**config.mk**
```make
export PLATFORM = sky130hd
export DESIGN_NAME = rgb_stream_packer
export DESIGN_NICKNAME = d
export VERILOG_FILES = /design/src/rtl/rgb_stream_packer.sv
export SDC_FILE = /design/constraint.sdc
export NUM_CORES = 1
export LEC_CHECK = 0
export BUFFER_PORTS_ARGS = -buffer_cell sky130_fd_sc_hd__clkbuf_2
export CORE_MARGIN = 4
export CORE_UTILIZATION = 53
export DETAILED_ROUTE_END_ITERATION = 12
export PLACE_DENSITY = 0.77
export SLEW_MARGIN = 20
export SYNTH_ARGS = -nofsm -noshare
export SYNTH_HDL_FRONTEND = slang
export SYNTH_SLANG_ARGS = --single-unit
```
**constraint.sdc**
```tcl
create_clock -name aclk -period 2.4 [get_ports aclk]
set_input_delay 0.36 -clock aclk [delete_from_list [all_inputs] [get_ports aclk]]
set_output_delay 0.36 -clock aclk [all_outputs]
set_load 0.02 [all_outputs]
```
**src/rtl/rgb_stream_packer.sv**
```systemverilog
// rgb_stream_packer: packs 24-bit RGB pixels (one per handshake) into a
// 32-bit AXI4-Stream, four pixels per three words, little-endian lanes.
// tuser marks the first word of a frame; tlast marks the last word of a line.
// A partial group at end of line is flushed as a byte-masked word.
//
// state | meaning
// ------+-------------------------------------------------------------
// RUN   | accepting pixels, packing them into words by phase
// FLUSH | end of line left residue bytes; emit them as a masked word
module rgb_stream_packer #(
  parameter logic [7:0] PAD_BYTE = 8'h00,
  parameter bit         SWAP_RB  = 1'b0
) (
  input  logic        aclk,
  input  logic        aresetn,
  input  logic [7:0]  r,
  input  logic [7:0]  g,
  input  logic [7:0]  b,
  input  logic        valid,
  input  logic        sof,
  input  logic        eol,
  output logic        in_stream_ready,
  output logic [31:0] out_stream_tdata,
  output logic [3:0]  out_stream_tkeep,
  output logic        out_stream_tlast,
  input  logic        out_stream_tready,
  output logic        out_stream_tvalid,
  output logic        out_stream_tuser,
  output logic        align_err
);

  typedef enum logic {RUN, FLUSH} state_t;

  state_t      state;
  logic [1:0]  phase;
  logic [23:0] residue;
  logic        pending_sof;

  logic [23:0] pix;
  logic        out_free;
  logic        accept;
  logic [1:0]  eff_phase;

  logic        acc_emit;
  logic [31:0] acc_word;
  logic [23:0] acc_residue;
  logic [1:0]  acc_phase;

  logic [31:0] flush_word;
  logic [3:0]  flush_keep;

  assign pix             = SWAP_RB ? {b, g, r} : {r, g, b};
  assign out_free        = !out_stream_tvalid || out_stream_tready;
  assign in_stream_ready = (state == RUN) && out_free;
  assign accept          = valid && in_stream_ready;
  // A start-of-frame pixel always begins a fresh group; stale residue is dropped.
  assign eff_phase       = sof ? 2'd0 : phase;

  // Word assembly for an accepted pixel, chosen by the group phase.
  always_comb begin
    acc_emit    = 1'b0;
    acc_word    = 32'h0;
    acc_residue = 24'h0;
    acc_phase   = 2'd0;
    case (eff_phase)
      2'd0: begin
        acc_residue = pix;
        acc_phase   = 2'd1;
      end
      2'd1: begin
        acc_emit    = 1'b1;
        acc_word    = {pix[7:0], residue[23:0]};
        acc_residue = {8'h00, pix[23:8]};
        acc_phase   = 2'd2;
      end
      2'd2: begin
        acc_emit    = 1'b1;
        acc_word    = {pix[15:0], residue[15:0]};
        acc_residue = {16'h0000, pix[23:16]};
        acc_phase   = 2'd3;
      end
      default: begin
        acc_emit    = 1'b1;
        acc_word    = {pix[23:0], residue[7:0]};
        acc_residue = 24'h0;
        acc_phase   = 2'd0;
      end
    endcase
  end

  // Masked residue word: residue bytes in the low lanes, padding above.
  always_comb begin
    flush_word = {4{PAD_BYTE}};
    flush_keep = 4'b0000;
    case (phase)
      2'd1: begin
        flush_word = {PAD_BYTE, residue[23:0]};
        flush_keep = 4'b0111;
      end
      2'd2: begin
        flush_word = {PAD_BYTE, PAD_BYTE, residue[15:0]};
        flush_keep = 4'b0011;
      end
      2'd3: begin
        flush_word = {PAD_BYTE, PAD_BYTE, PAD_BYTE, residue[7:0]};
        flush_keep = 4'b0001;
      end
      default: begin
        flush_word = {4{PAD_BYTE}};
        flush_keep = 4'b0000;
      end
    endcase
  end

  // Packing FSM plus the single-stage output register.
  always_ff @(posedge aclk or negedge aresetn) begin
    if (!aresetn) begin
      state             <= RUN;
      phase             <= 2'd0;
      residue           <= 24'h0;
      pending_sof       <= 1'b0;
      align_err         <= 1'b0;
      out_stream_tvalid <= 1'b0;
      out_stream_tdata  <= 32'h0;
      out_stream_tkeep  <= 4'h0;
      out_stream_tlast  <= 1'b0;
      out_stream_tuser  <= 1'b0;
    end else begin
      // A transferred word retires unless a new one is loaded below.
      if (out_free) begin
        out_stream_tvalid <= 1'b0;
      end
      if (state == FLUSH) begin
        if (out_free) begin
          out_stream_tvalid <= 1'b1;
          out_stream_tdata  <= flush_word;
          out_stream_tkeep  <= flush_keep;
          out_stream_tlast  <= 1'b1;
          out_stream_tuser  <= pending_sof;
          pending_sof       <= 1'b0;
          phase             <= 2'd0;
          residue           <= 24'h0;
          state             <= RUN;
        end
      end else if (accept) begin
        if (sof) begin
          pending_sof <= 1'b1;
          if (phase != 2'd0) begin
            align_err <= 1'b1;
          end
        end
        residue <= acc_residue;
        phase   <= acc_phase;
        if (acc_emit) begin
          out_stream_tvalid <= 1'b1;
          out_stream_tdata  <= acc_word;
          out_stream_tkeep  <= 4'hF;
          out_stream_tlast  <= eol && (acc_phase == 2'd0);
          out_stream_tuser  <= pending_sof;
          pending_sof       <= 1'b0;
        end
        if (eol && (acc_phase != 2'd0)) begin
          state <= FLUSH;
        end
      end
    end
  end

endmodule

```
==> impl_metrics.prom <==
# TYPE chip_impl_metric gauge
chip_impl_info{name="status",value="finished, final reports clean"} 1
chip_impl_metric{name="pwr-share-clk",unit=""} 0.167
chip_impl_metric{name="vias",unit=""} 3161
chip_impl_metric{name="power.switching_fraction",unit=""} 0.430
chip_impl_metric{name="cts_htree_levels",unit=""} 3
chip_impl_metric{name="synth_mux_area_frac",unit=""} 0.00323
chip_impl_info{name="tritoncts",value="yes"} 1
chip_impl_metric{name="avgSynthCellArea",unit="um2"} 9.31
chip_impl_metric{name="timing.reg2reg.setup_slack",unit="ns"} 0.22
chip_impl_metric{name="period_needed",unit="ns"} 2.18
chip_impl_metric{name="critPathRequiredTime",unit="ns"} 2.59
chip_impl_metric{name="detailedRoute.firstIterationViolations",unit=""} 335
chip_impl_info{name="yosys-top-cells-area",value="sky130_fd_sc_hd__dfrtp_1 (49%), sky130_fd_sc_hd__nand2_1 (6.7%), sky130_fd_sc_hd__a22oi_1 (5.2%)"} 1
chip_impl_metric{name="synth.cell_area",unit="um2"} 3490
chip_impl_metric{name="yosysTopAreaCellShare",unit=""} 0.487
chip_impl_metric{name="adder_and_majority_gate_portion_of_the_synthesized_area",unit=""} 0.0251
chip_impl_metric{name="synth-edff-count",unit=""} 0
chip_impl_metric{name="grt_start_max_net_pins",unit=""} 69
chip_impl_metric{name="place.detailed.instances",unit=""} 504
chip_impl_info{name="critical_path.endpoint_type",value="register"} 1
chip_impl_info{name="ctsRootBufferMaster",value="sky130_fd_sc_hd__clkbuf_8"} 1
chip_impl_metric{name="warning_count_from_the_yosys_run",unit=""} 0
chip_impl_metric{name="setup-tns-final",unit="ns"} 0
chip_impl_info{name="min_path_type",value="input port to async pin"} 1
chip_impl_metric{name="post_synth_xor_area_fraction",unit=""} 0
chip_impl_metric{name="leakagePower",unit="nW"} 1.91
chip_impl_metric{name="post_cts.repair.setup_buffers",unit=""} 0
chip_impl_metric{name="drtPass1Iterations",unit=""} 7
chip_impl_metric{name="place.detailed.hpwl",unit="um"} 6540
chip_impl_metric{name="layout.cells.non_filler",unit=""} 520
chip_impl_metric{name="cts-root-to-sink-buffers",unit=""} 2
chip_impl_metric{name="synth-simple-area-share",unit=""} 0.159
chip_impl_metric{name="grt.overflow.total",unit=""} 0
chip_impl_metric{name="setup_viol",unit=""} 0
chip_impl_metric{name="fin_worst_skew",unit="ns"} 0.00582
chip_impl_info{name="leading_area_contributor_after_synthesis",value="sky130_fd_sc_hd__dfrtp_1"} 1
chip_impl_metric{name="drtAntennaViolNets",unit=""} 0
chip_impl_metric{name="first_global_vias",unit=""} 2974
chip_impl_metric{name="vias_per_cell",unit=""} 6.08
chip_impl_metric{name="cts_clock_pin_slew_for_the_worst_setup_and_hold_paths",unit="ns"} 0.07
chip_impl_metric{name="wl_per_cell",unit="um"} 17.8
chip_impl_metric{name="ctsHoldBuffers",unit=""} 0
chip_impl_info{name="post_synth_top_flop",value="sky130_fd_sc_hd__dfrtp_1"} 1
chip_impl_metric{name="synth_compound_area_frac",unit=""} 0.272
chip_impl_info{name="rsz0062_at_grt",value="no"} 1
chip_impl_metric{name="antenna-diode-count",unit=""} 0
chip_impl_metric{name="total_die_area",unit="um2"} 7950
chip_impl_metric{name="max_capacitance_violation_total",unit=""} 0
chip_impl_metric{name="global_route_wire_length_before_repair",unit="um"} 15100
chip_impl_metric{name="post_synthesis_cell_type_count",unit=""} 41
chip_impl_metric{name="reg2regPathDepth",unit=""} 8
chip_impl_metric{name="die_h",unit="um"} 89.2
chip_impl_info{name="r2r_start",value="phase[1]"} 1
chip_impl_metric{name="final_min_period_over_clock_period",unit=""} 0.909
chip_impl_metric{name="final_hold_viol_count",unit=""} 0
chip_impl_metric{name="cts_repair_resize_count",unit=""} 0
chip_impl_metric{name="cts_num_sinks",unit=""} 68
chip_impl_metric{name="worst_ir_drop_vdd",unit="V"} 0.000714
chip_impl_metric{name="finalWeightedCongestion",unit=""} 0.839
chip_impl_info{name="critical_path_slowest_stage_cell",value="sky130_fd_sc_hd__dfrtp_1"} 1
chip_impl_metric{name="p_seq_frac",unit=""} 0.374
chip_impl_metric{name="timing.final.max_slew_violations",unit=""} 0
chip_impl_metric{name="grt.total_usage",unit=""} 0.251
chip_impl_metric{name="drc",unit=""} 0
chip_impl_metric{name="async_flop_share",unit=""} 1.00
chip_impl_metric{name="syn_inst",unit=""} 375
chip_impl_metric{name="power.density",unit="nW/um2"} 1270
chip_impl_metric{name="arrival",unit="ns"} 2.38
chip_impl_info{name="capturing_point_of_the_worst_reg2reg_path",value="out_stream_tdata[21]"} 1
chip_impl_metric{name="clock.fmax",unit="GHz"} 0.458
chip_impl_info{name="critPathKind",value="register to register"} 1
chip_impl_info{name="critical_path.cell_chain",value="nor2b_1 > inv_1 > ha_1 > buf_12 > a221oi_1 > nor3_1 > a21oi_1 > o21ai_0"} 1
chip_impl_metric{name="nets_in_the_synthesized_netlist",unit=""} 412
chip_impl_metric{name="max_slew_margin",unit=""} 0.464
chip_impl_metric{name="initial_cell_density_of_the_core",unit=""} 0.547
chip_impl_metric{name="insertion_delay",unit="ns"} 0.35
chip_impl_info{name="synth_top_family_by_area",value="compound AO/OA/AOI/OAI gates"} 1
chip_impl_metric{name="fp-row-count",unit=""} 29
chip_impl_metric{name="fp.coreArea",unit="um2"} 6390
chip_impl_metric{name="critical_path.max_stage_delay",unit="ns"} 0.46
chip_impl_metric{name="drive_gt1_frac",unit=""} 0.233
chip_impl_metric{name="routed_wl",unit="um"} 9260
chip_impl_metric{name="worst_margin_slew",unit="ns"} 0.804
chip_impl_metric{name="portBuffers",unit=""} 70
chip_impl_metric{name="yosys_register_bits",unit=""} 68
chip_impl_metric{name="combinationalPowerShare",unit=""} 0.459
chip_impl_metric{name="die_w",unit="um"} 89.2
chip_impl_metric{name="synth_sequential_area_ratio",unit=""} 0.487
chip_impl_info{name="startpoint_kind_of_the_worst_setup_timing_path",value="register"} 1
chip_impl_metric{name="area.growth.synth_to_final",unit="%"} 17.0
chip_impl_metric{name="initial_antenna_violation_count",unit=""} 0
chip_impl_metric{name="worst-path-max-fanout",unit=""} 49
chip_impl_metric{name="pin_count",unit=""} 71
chip_impl_metric{name="intPower",unit="mW"} 2.97
chip_impl_metric{name="tritoncts.num_buffers",unit=""} 9
chip_impl_metric{name="finish.net_count",unit=""} 475
chip_impl_metric{name="net-switching-power",unit="mW"} 2.24
[layout by cell type, fill, tap and decap left out, types with 12 or more instances in the layout]
cell type / n
sky130_fd_sc_hd__nor2_1: 14
sky130_fd_sc_hd__nor2b_1: 19
sky130_fd_sc_hd__nand2_1: 62
sky130_fd_sc_hd__a22oi_1: 24
sky130_fd_sc_hd__dfrtp_1: 68
sky130_fd_sc_hd__o21ai_0: 32
sky130_fd_sc_hd__a21oi_1: 20
sky130_fd_sc_hd__clkbuf_2: 69
sky130_fd_sc_hd__o21ai_1: 12
sky130_fd_sc_hd__clkbuf_8: 12
[metrics by stage]
stage,instance area (um2),hold WS [ns],power [mW],utilization,setup slack [ns]
global route,4080,0.0299,5.60,0.639,0.0594
detailed placement,3900,0.409,4.35,0.611,0.314
CTS,4080,0.0367,5.22,0.639,0.236
global placement,3900,0.410,4.27,0.611,0.389
finish,4080,0.0123,5.20,0.639,0.219
floorplan,3490,0.0644,3.57,-,0.389
[registers in the layout (all words and copies together) (netlist names)]
register	cells
out_stream_tlast	1
state	1
align_err	1
residue	24
out_stream_tuser	1
out_stream_tdata	32
out_stream_tkeep	4
out_stream_tvalid	1
phase	2
pending_sof	1
[power by group through the flow]
stage	Sequential, mW	Combinational (mW)	Clock, mW
floorplan	2.26	1.32	0
global placement	1.93	2.34	0
detailed placement	1.97	2.39	0
CTS	1.95	2.40	0.876
global route	2.01	2.65	0.942
finish	1.95	2.39	0.868
[critical path: cells and delay by family, from the launching register on]
kind                     cells  cell delay [ns]
buffers and inverters        2             0.30
flip-flops                   1             0.46
AO/OA/AOI/OAI                3             0.50
adder cells (fa/ha/maj)      1             0.33
AND/OR/NAND/NOR              2             0.42
[synthesized netlist by cell type (9+ instances only)]
| cell | number |
|---|---|
| sky130_fd_sc_hd__o21ai_0 | 32 |
| sky130_fd_sc_hd__nor2b_1 | 19 |
| sky130_fd_sc_hd__clkbuf_1 | 14 |
| sky130_fd_sc_hd__dfrtp_1 | 68 |
| sky130_fd_sc_hd__nor3_1 | 11 |
| sky130_fd_sc_hd__nand2_1 | 62 |
| sky130_fd_sc_hd__nor2_1 | 14 |
| sky130_fd_sc_hd__a22oi_1 | 24 |
| sky130_fd_sc_hd__buf_2 | 9 |
| sky130_fd_sc_hd__o21ai_1 | 12 |
| sky130_fd_sc_hd__a21oi_1 | 20 |
[how the worst max path moves through the flow]
stage                     startpoint                    to  cells past startpoint
after floorplan             phase[1]  out_stream_tdata[24]                      8
after global placement           sof  out_stream_tdata[10]                      9
final                       phase[1]  out_stream_tdata[21]                      8
after global routing        phase[1]  out_stream_tdata[19]                      8
after detailed placement    phase[1]  out_stream_tdata[10]                      8
after CTS                   phase[1]  out_stream_tdata[21]                      8
[logic make-up after synthesis]
group / after synthesis
AOI/OAI and AO/OA: 140
adders and majority gates: 7
buffers and inverters: 39
DFF: 68
muxes: 1
and+or+nand+nor: 120
[final cells by class]
| class | instances | area (um2) |
|---|---|---|
| clock buffer | 15 | 176 |
| clock inverter | 1 | 5.00 |
| fill | 550 | 2300 |
| inverter | 9 | 33.8 |
| multi-input combinational | 268 | 1610 |
| sequential | 68 | 1700 |
| tap | 77 | 96.3 |
| timing repair buffer | 82 | 465 |
[layer usage]
layer,up-vias,GRT usage,share of wire
li1,1492,-,-
met1,1520,0.354,0.45
met2,130,0.378,0.46
met3,19,0.0525,0.069
met4,0,0.104,0.021
met5,-,0,0
Note: power is estimated with default switching activity, not from simulation.
